File: config.mk
export PLATFORM = sky130hd
export DESIGN_NAME = i2s_tx
export DESIGN_NICKNAME = d
export VERILOG_FILES = /design/src/rtl/i2s_pkg.sv /design/src/rtl/i2s_clkgen.sv /design/src/rtl/i2s_tx.sv
export SDC_FILE = /design/constraint.sdc
export NUM_CORES = 1
export LEC_CHECK = 0
export CAP_MARGIN = 20
export CELL_PAD_IN_SITES_DETAIL_PLACEMENT = 0
export CELL_PAD_IN_SITES_GLOBAL_PLACEMENT = 1
export CORE_ASPECT_RATIO = 0.75
export CORE_UTILIZATION = 45
export CTS_BUF_LIST = sky130_fd_sc_hd__clkbuf_4
export CTS_CLUSTER_SIZE = 14
export DETAILED_ROUTE_END_ITERATION = 6
export DONT_BUFFER_PORTS = 1
export PLACE_DENSITY = 0.74
export SYNTH_ARGS = -nofsm -noshare
export SYNTH_HDL_FRONTEND = slang
export SYNTH_SLANG_ARGS = --single-unit
File: constraint.sdc
create_clock -name clk -period 2.9 [get_ports clk]
set_input_delay 0.58 -clock clk [delete_from_list [all_inputs] [get_ports clk]]
set_output_delay 0.58 -clock clk [all_outputs]
set_load 0.02 [all_outputs]
File: src/rtl/i2s_pkg.sv
// Shared I2S constants and types for the transmitter and receiver.
// No logic; compile-time only.
// Used by i2s_clkgen, i2s_tx and the PCM1808 receiver path.
package i2s_pkg;

    localparam int SLOT_BITS = 32;                  // bck periods per channel
    localparam int FS_DIV    = 256;                 // clk cycles per stereo frame
    localparam int BCK_DIV   = 4;                   // clk cycles per bck period

    localparam int P_W    = $clog2(FS_DIV);         // prescaler width
    localparam int SLOT_W = $clog2(SLOT_BITS);      // slot index width
    localparam int BCK_SH = $clog2(BCK_DIV);        // position of bck in prescaler

    typedef struct packed {
        logic [23:0] l;
        logic [23:0] r;
    } stereo_t;

endpackage

File: src/rtl/i2s_clkgen.sv
// Free-running frame prescaler deriving bck, lrck and slot timing strobes.
// bck/lrck are prescaler bits, so they are registered with zero extra latency.
// No backpressure: runs continuously out of reset.
module i2s_clkgen
    import i2s_pkg::*;
(
    input  logic              clk,
    input  logic              reset,
    output logic              bck,
    output logic              lrck,
    output logic              bit_edge,   // next edge is bck falling: new slot starts
    output logic              lrck_nxt,
    output logic [SLOT_W-1:0] slot_nxt,
    output logic              pre_latch,  // p == FE
    output logic              latch       // p == FF, frame latch point
);

    logic [P_W-1:0] p;
    logic [P_W-1:0] p_nxt;

    assign p_nxt = p + P_W'(1);

    // Prescaler: one full wrap per stereo frame.
    always_ff @(posedge clk or negedge reset) begin
        if (!reset) begin
            p <= '0;
        end else begin
            p <= p_nxt;
        end
    end

    assign bck       = p[BCK_SH-1];
    assign lrck      = p[P_W-1];
    assign bit_edge  = &p[BCK_SH-1:0];
    assign lrck_nxt  = p_nxt[P_W-1];
    assign slot_nxt  = p_nxt[P_W-2:BCK_SH];
    assign pre_latch = (p == P_W'(FS_DIV - 2));
    assign latch     = (p == P_W'(FS_DIV - 1));

endmodule

File: src/rtl/i2s_tx.sv
// I2S master transmitter: one-entry holding buffer, frame latch, slot mux, underrun counter.
// A pair accepted with an empty buffer is sent in the frame after the next latch point.
// in_ready drops while the buffer holds a pair; it reopens the cycle after the latch.
module i2s_tx
    import i2s_pkg::*;
#(
    parameter int SAMPLE_W = 24,
    parameter int UCNT_W   = 16
) (
    input  logic                clk,
    input  logic                reset,
    input  logic [SAMPLE_W-1:0] in_left,
    input  logic [SAMPLE_W-1:0] in_right,
    input  logic                in_valid,
    output logic                in_ready,
    output logic                scki,
    output logic                bck,
    output logic                lrck,
    output logic                sdata,
    output logic                frame_tick,
    output logic                underrun,
    output logic [UCNT_W-1:0]   ucount
);

    localparam logic [SLOT_W:0] LAST_SLOT = (SLOT_W+1)'(SAMPLE_W);

    logic                bit_edge;
    logic                lrck_nxt;
    logic [SLOT_W-1:0]   slot_nxt;
    logic                pre_latch;
    logic                latch;

    logic                buf_full;
    logic                buf_full_nxt;
    logic [SAMPLE_W-1:0] buf_l;
    logic [SAMPLE_W-1:0] buf_r;
    logic [SAMPLE_W-1:0] tx_l;
    logic [SAMPLE_W-1:0] tx_r;
    logic                xfer;
    logic                bit_nxt;

    i2s_clkgen u_clkgen (
        .clk       (clk),
        .reset     (reset),
        .bck       (bck),
        .lrck      (lrck),
        .bit_edge  (bit_edge),
        .lrck_nxt  (lrck_nxt),
        .slot_nxt  (slot_nxt),
        .pre_latch (pre_latch),
        .latch     (latch)
    );

    assign scki = clk;
    assign xfer = in_valid && in_ready;

    // Buffer occupancy after this edge. A latch only empties a full buffer and a
    // write only fills an empty one, so the two never collide.
    always_comb begin
        buf_full_nxt = buf_full;
        if (latch) begin
            buf_full_nxt = 1'b0;
        end
        if (xfer) begin
            buf_full_nxt = 1'b1;
        end
    end

    // Holding buffer and registered ready.
    always_ff @(posedge clk or negedge reset) begin
        if (!reset) begin
            buf_full <= 1'b0;
            buf_l    <= '0;
            buf_r    <= '0;
            in_ready <= 1'b0;
        end else begin
            buf_full <= buf_full_nxt;
            in_ready <= !buf_full_nxt;
            if (xfer) begin
                buf_l <= in_left;
                buf_r <= in_right;
            end
        end
    end

    // Frame latch: move the buffered pair into the transmit registers, or silence.
    always_ff @(posedge clk or negedge reset) begin
        if (!reset) begin
            tx_l <= '0;
            tx_r <= '0;
        end else if (latch) begin
            tx_l <= buf_full ? buf_l : '0;
            tx_r <= buf_full ? buf_r : '0;
        end
    end

    // Frame/underrun pulses are set one edge early so they are high during the
    // p == FF cycle. Buffer state entering that cycle is exactly what the latch sees.
    always_ff @(posedge clk or negedge reset) begin
        if (!reset) begin
            frame_tick <= 1'b0;
            underrun   <= 1'b0;
            ucount     <= '0;
        end else begin
            frame_tick <= pre_latch;
            underrun   <= pre_latch && !buf_full_nxt;
            if (pre_latch && !buf_full_nxt && (ucount != '1)) begin
                ucount <= ucount + UCNT_W'(1);
            end
        end
    end

    // Slot mux: slot 0 is the I2S one-bit delay, then MSB first, then zero padding.
    always_comb begin
        logic [SAMPLE_W-1:0] word;
        logic [SAMPLE_W-1:0] shifted;
        logic                in_range;
        word     = lrck_nxt ? tx_r : tx_l;
        shifted  = word << (slot_nxt - SLOT_W'(1));
        in_range = (slot_nxt != '0) && ({1'b0, slot_nxt} <= LAST_SLOT);
        bit_nxt  = in_range && shifted[SAMPLE_W-1];
    end

    // Serial data updates only on the edge where bck falls.
    always_ff @(posedge clk or negedge reset) begin
        if (!reset) begin
            sdata <= 1'b0;
        end else if (bit_edge) begin
            sdata <= bit_nxt;
        end
    end

endmodule
Word-level counts from Yosys, hierarchy flattened:

Cells that the tools add are included.

* equal/unequal tests: 3
* $add $sub $neg: 3
* shifts and indexed selects: 1
* multiplexer cells: 5
* order comparisons: 1
* reductions and logical operators: 8

Operators with widths (number)
* $mux 24: 3
* $shl 24x5->24: 1
* $add 16x1->16 const B: 1
* $eq 8x8->1 const B: 2
* $ne 16x16->1 const B: 1
* $add 8x1->8 const B: 1
* $le 5x5->1 const B: 1
* $logic_and 1x1->1: 5
* $reduce_bool 5->1: 1
* $sub 5x1->5 const B: 1
* $mux 1: 2
* $reduce_and 2->1: 1
* $logic_not 1->1: 1

* output and inout port bits: 23
* register bits after elaboration: 125
* input port bits: 51
* word-level logic and storage cells: 32

Logic depth before layout (Yosys ltp):

* word-level depth: 6
* mapped depth: 13
* gate-level depth less buffers: 11

Cells and area by module:

Synthesis repeated with hierarchy kept, for this count alone.

* cells, all modules: 468
* area total of the unflattened synthesis: 5569.1 sq um

By module, submodules not included
* i2s_tx: cells an instance 435, sequential area each 2927.8 sq um, instances 1, area each 5187.5 sq um
* i2s_clkgen: cells an instance 33, sequential area each 200.2 sq um, instances 1, area each 381.6 sq um

==> results by group <==
STA
  • Final setup violating endpoints: 0
  • Worst Max-Slew Pin Slew: around 0.63 ns
  • FMAX: about 370 MHz
  • Final-layout worst hold slack: -0.265 ns
  • Setup Skew: approximately 0.014 ns
  • Final clock period utilization by the worst path: around 93%
  • Max-slew violation count: 0
  • Setup slack of the critical path after layout: ~0.2 ns
  • Tmin final: around 2.7 ns
  • Summed negative setup slack over all endpoints: 0 ns
  • Max_slew headroom: 57.8%
  • Setup repair after global routing missed its margin: false
  • Number of hold violations in the final report: roughly 130

Placement
  • HPWL after detailed placement: approximately 9.3 mm
  • Worst slack, placed: about 0.23 ns
  • Placer Congestion: around 0.84
  • Number of buffers added on ports: 0

Critical path
  • Master of the slowest instance on the critical path: sky130_fd_sc_hd__dfrtp_2
  • CP cell instances: ha_2 -> xor2_2 -> inv_1 -> ha_1 -> inv_1 -> nor2_1 -> and4_1 -> a311oi_1 -> a41o_1 -> a311oi_1 -> o221ai_1
  • Required time of the worst setup path: ~3.3 ns
  • Category of the critical setup timing path: reg2reg
  • Buf/Inv on CP: 2
  • FF-to-FF path depth: 11
  • Worst path max stage delay: slightly below 0.5 ns
  • Reg-to-Reg Start: u_clkgen.p[1]
  • Critical Path Stages: 11
  • CP Launch Type: flop
  • Element type at the critical path end: flop
  • Gate family responsible for the most delay along the worst path: compound AO/OA/AOI/OAI gates
  • End of the worst register-to-register path: sdata
  • Critical path startpoint: u_clkgen.p[1]
  • Worst reg-to-reg setup slack: between 0.15 and 0.2 ns
  • Crit Path Max Fanout: 8
  • Endpoint of the most critical setup path: sdata
  • Critical path arrival: between 3 and 4 ns

Clocking
  • Skew-Pair Late Insertion Delay: about 0.52 ns
  • Post-CTS setup buffer count: 0
  • TritonCTS buffer count: 17
  • Root buffer cell: sky130_fd_sc_hd__clkbuf_4
  • H-tree levels: 4
  • Clock Pin Slew Worst Setup and Hold Paths: 0.12 ns
  • CTS tree: yes
  • Sink Count: roughly 130
  • Max Root-Sink Buffers: 2

Synth
  • Register area share after synthesis: 52.8%
  • Summed instance area of the synthesized netlist: approximately 5900 um2
  • Warning count from the yosys run: 0
  • Number of enable-type register cells in the synthesized netlist: 0
  • Prevailing post-synth register cell: sky130_fd_sc_hd__dfrtp_1
  • Post-synthesis area per instance: between 10 and 15 um2
  • Post-Synthesis Net Count: 612
  • Number of distinct library cells after synthesis: 60
  • Largest area contributor in the synthesized netlist: sky130_fd_sc_hd__dfrtp_1
  • Gate count of the mapped netlist: 556
  • Total of flip-flops plus latches after synthesis: about 130
  • Ranking of synthesized cells by area: sky130_fd_sc_hd__dfrtp_1 53%, sky130_fd_sc_hd__mux2_2 9.9%, sky130_fd_sc_hd__nand2_1 7.6%
  • Async SR Flop Fraction: between 90% and 100%
  • Top-area cell type share of the netlist area: between 50% and 60%

Hold path
  • Hold crit path type: in2async

Global routing
  • Antenna violations before repair: 1
  • Global-route wire length before repair: ~22 mm
  • Via count of the first global-routing pass: about 4200
  • Aggregate global routing overflow: 0
  • Pin count of the biggest net entering global routing: ~130
  • Gr usage total: 21.1%

Power
  • Largest vdd supply drop: 0.259 mV
  • P_int: around 0.0022 W
  • P per Cell Area: ~450 nW/um2
  • Net switching power: slightly above 0.0007 W
  • Net Sw Frac: about a quarter
  • Part of the total power dissipated in combinational logic: 0%
  • Proportion of power drawn by flip-flops and latches: between 60% and 70%
  • Clock share of power: between 30% and 40%
  • Leakage power total: between 2 and 3 nW

Drt
  • Number of vias per cell: about 5.6
  • Routed wire per std cell: around 18 um
  • Iteration count of the initial detailed-routing pass: 4
  • Count of unresolved DRC violations after routing: 0
  • Total via count in the routed design: 4107
  • Number of DRC markers after the initial detailed-route iteration: 252
  • Antenna Nets Post-Route: 0
  • Drt total wl: 13.1 mm

Final layout
  • # nets final: about 610
  • Fraction of final layout cells sized beyond drive strength 1: approximately 23%
  • Area added between synthesis and finish: 8.16%
  • Most common cell after layout, fill and taps aside: sky130_fd_sc_hd__dfrtp_1
  • Number of fill cells in the layout: between 1000 and 1500
  • Top library cells by usage in the layout, fill and taps aside: 123 x sky130_fd_sc_hd__dfrtp_1, 118 x sky130_fd_sc_hd__nand2_1, 55 x sky130_fd_sc_hd__o21ai_0, 52 x sky130_fd_sc_hd__mux2_2, 22 x sky130_fd_sc_hd__nand3_1

Outcome
  • Result of the run: finished with violations
  • Violations in the final reports: hold timing

Flow run
  • Maximum capacitance violations: 0

Floorplan
  • Starting Density: 47.1%
  • Vertical die dimension: between 100 and 150 um
  • Horizontal die dimension: roughly 130 um
  • Placement Rows: 35
  • Number of ports placed on the die boundary: 74
  • Total Die Area: 13600 um2
  • Total core area: approximately 13000 um2
==> metrics by stage <==
step | hold WS (ns) | instance area [um2] | power [W] | cells | util (%)
after floorplan | 0.284 | 5950 | 0.00182 | 556 | -
after global placement | 0.288 | 6110 | 0.00178 | 703 | 48.6
after detailed placement | 0.289 | 6110 | 0.00178 | 703 | 48.6
after CTS | -0.297 | 6370 | 0.00293 | 735 | 50.7
after global routing | -0.320 | 6400 | 0.00300 | 736 | 51.0
final | -0.265 | 6400 | 0.00289 | 736 | 51.0
==> worst reg2reg max path, stage by stage (launching register included) <==
cell and delay [ns]:
sky130_fd_sc_hd__dfrtp_2 0.49, sky130_fd_sc_hd__ha_2 0.24, sky130_fd_sc_hd__xor2_2 0.19, sky130_fd_sc_hd__inv_1 0.08, sky130_fd_sc_hd__ha_1 0.35, sky130_fd_sc_hd__inv_1 0.12
sky130_fd_sc_hd__nor2_1 0.17, sky130_fd_sc_hd__and4_1 0.20, sky130_fd_sc_hd__a311oi_1 0.05, sky130_fd_sc_hd__a41o_1 0.26, sky130_fd_sc_hd__a311oi_1 0.27, sky130_fd_sc_hd__o221ai_1 0.16
==> logic make-up after synthesis <==
family	synth area share, %
muxes	13.1
and+or+nand+nor	15.9
AOI/OAI and AO/OA	9.74
adders and majority gates	1.06
DFF	52.8
buffers and inverters	3.57
xor gates and xnor gates	3.82
==> sequential cells by signal (all words and copies together) (netlist names) <==
signal	count
buf_full	1
ucount	16
tx_l	24
sdata	1
buf_r	24
underrun	1
buf_l	24
in_ready	1
u_clkgen.p	8
tx_r	24
frame_tick	1
==> timing repair <==
action                                  CTS  global route
hold endpoints to repair                125           125
endpoints found under the setup margin    0             1
resized for setup                         0             6
==> layout make-up <==
type	count	area [um2]	area share [%]
diodes	1	2.50	0.0391
clock buffers	17	128	1.99
clock inverters	15	140	2.19
inverters	9	33.8	0.527
multi-input cells	385	2630	41.0
flip-flops and latches	125	3130	48.9
well taps	166	208	3.24
repair buffers	18	135	2.11
==> layer usage <==
layer / global-route usage [%] / share of wire (%) / up-vias
li1: - / - / 1942
met1: 30.6 / 50 / 2043
met2: 30.8 / 43 / 110
met3: 5.66 / 5.8 / 12
met4: 6.91 / 1.0 / 0
met5: 0 / 0 / -
==> how the worst min path moves through the flow <==
stage,startpoint,endpoint,cells after the start
CTS,reset,ucount[15],0
finish,reset,ucount[15],0
global route,reset,ucount[8],0
floorplan,reset,buf_full,0
detailed placement,reset,ucount[15],0
global placement,reset,u_clkgen.p[5],0
==> Yosys cell counts, types with 4 or more instances <==
cell type,n
sky130_fd_sc_hd__xor2_1,11
sky130_fd_sc_hd__o21ai_0,55
sky130_fd_sc_hd__buf_4,6
sky130_fd_sc_hd__mux2_2,52
sky130_fd_sc_hd__and3_1,10
sky130_fd_sc_hd__nor3_1,6
sky130_fd_sc_hd__nand3_1,23
sky130_fd_sc_hd__xnor2_1,13
sky130_fd_sc_hd__dfrtp_1,125
sky130_fd_sc_hd__ha_1,5
sky130_fd_sc_hd__buf_2,7
sky130_fd_sc_hd__nand4_1,4
sky130_fd_sc_hd__mux2i_1,12
sky130_fd_sc_hd__clkbuf_1,19
sky130_fd_sc_hd__inv_1,8
sky130_fd_sc_hd__nor2_1,11
sky130_fd_sc_hd__buf_1,4
sky130_fd_sc_hd__and4_1,5
sky130_fd_sc_hd__nand2_1,120
==> power by group through the flow <==
| stage | clock network, W | registers [W] | logic [W] |
|---|---|---|---|
| finish | 0.00115 | 0.00174 | 0.000000728 |
| global route | 0.00126 | 0.00174 | 0.000000728 |
| CTS | 0.00119 | 0.00174 | 0.000000728 |
| detailed placement | 0 | 0.00178 | 0.000000728 |
| global placement | 0 | 0.00178 | 0.000000728 |
| floorplan | 0.0000403 | 0.00178 | 0.000000728 |
No activity file was read; power rests on OpenSTA's default activity.
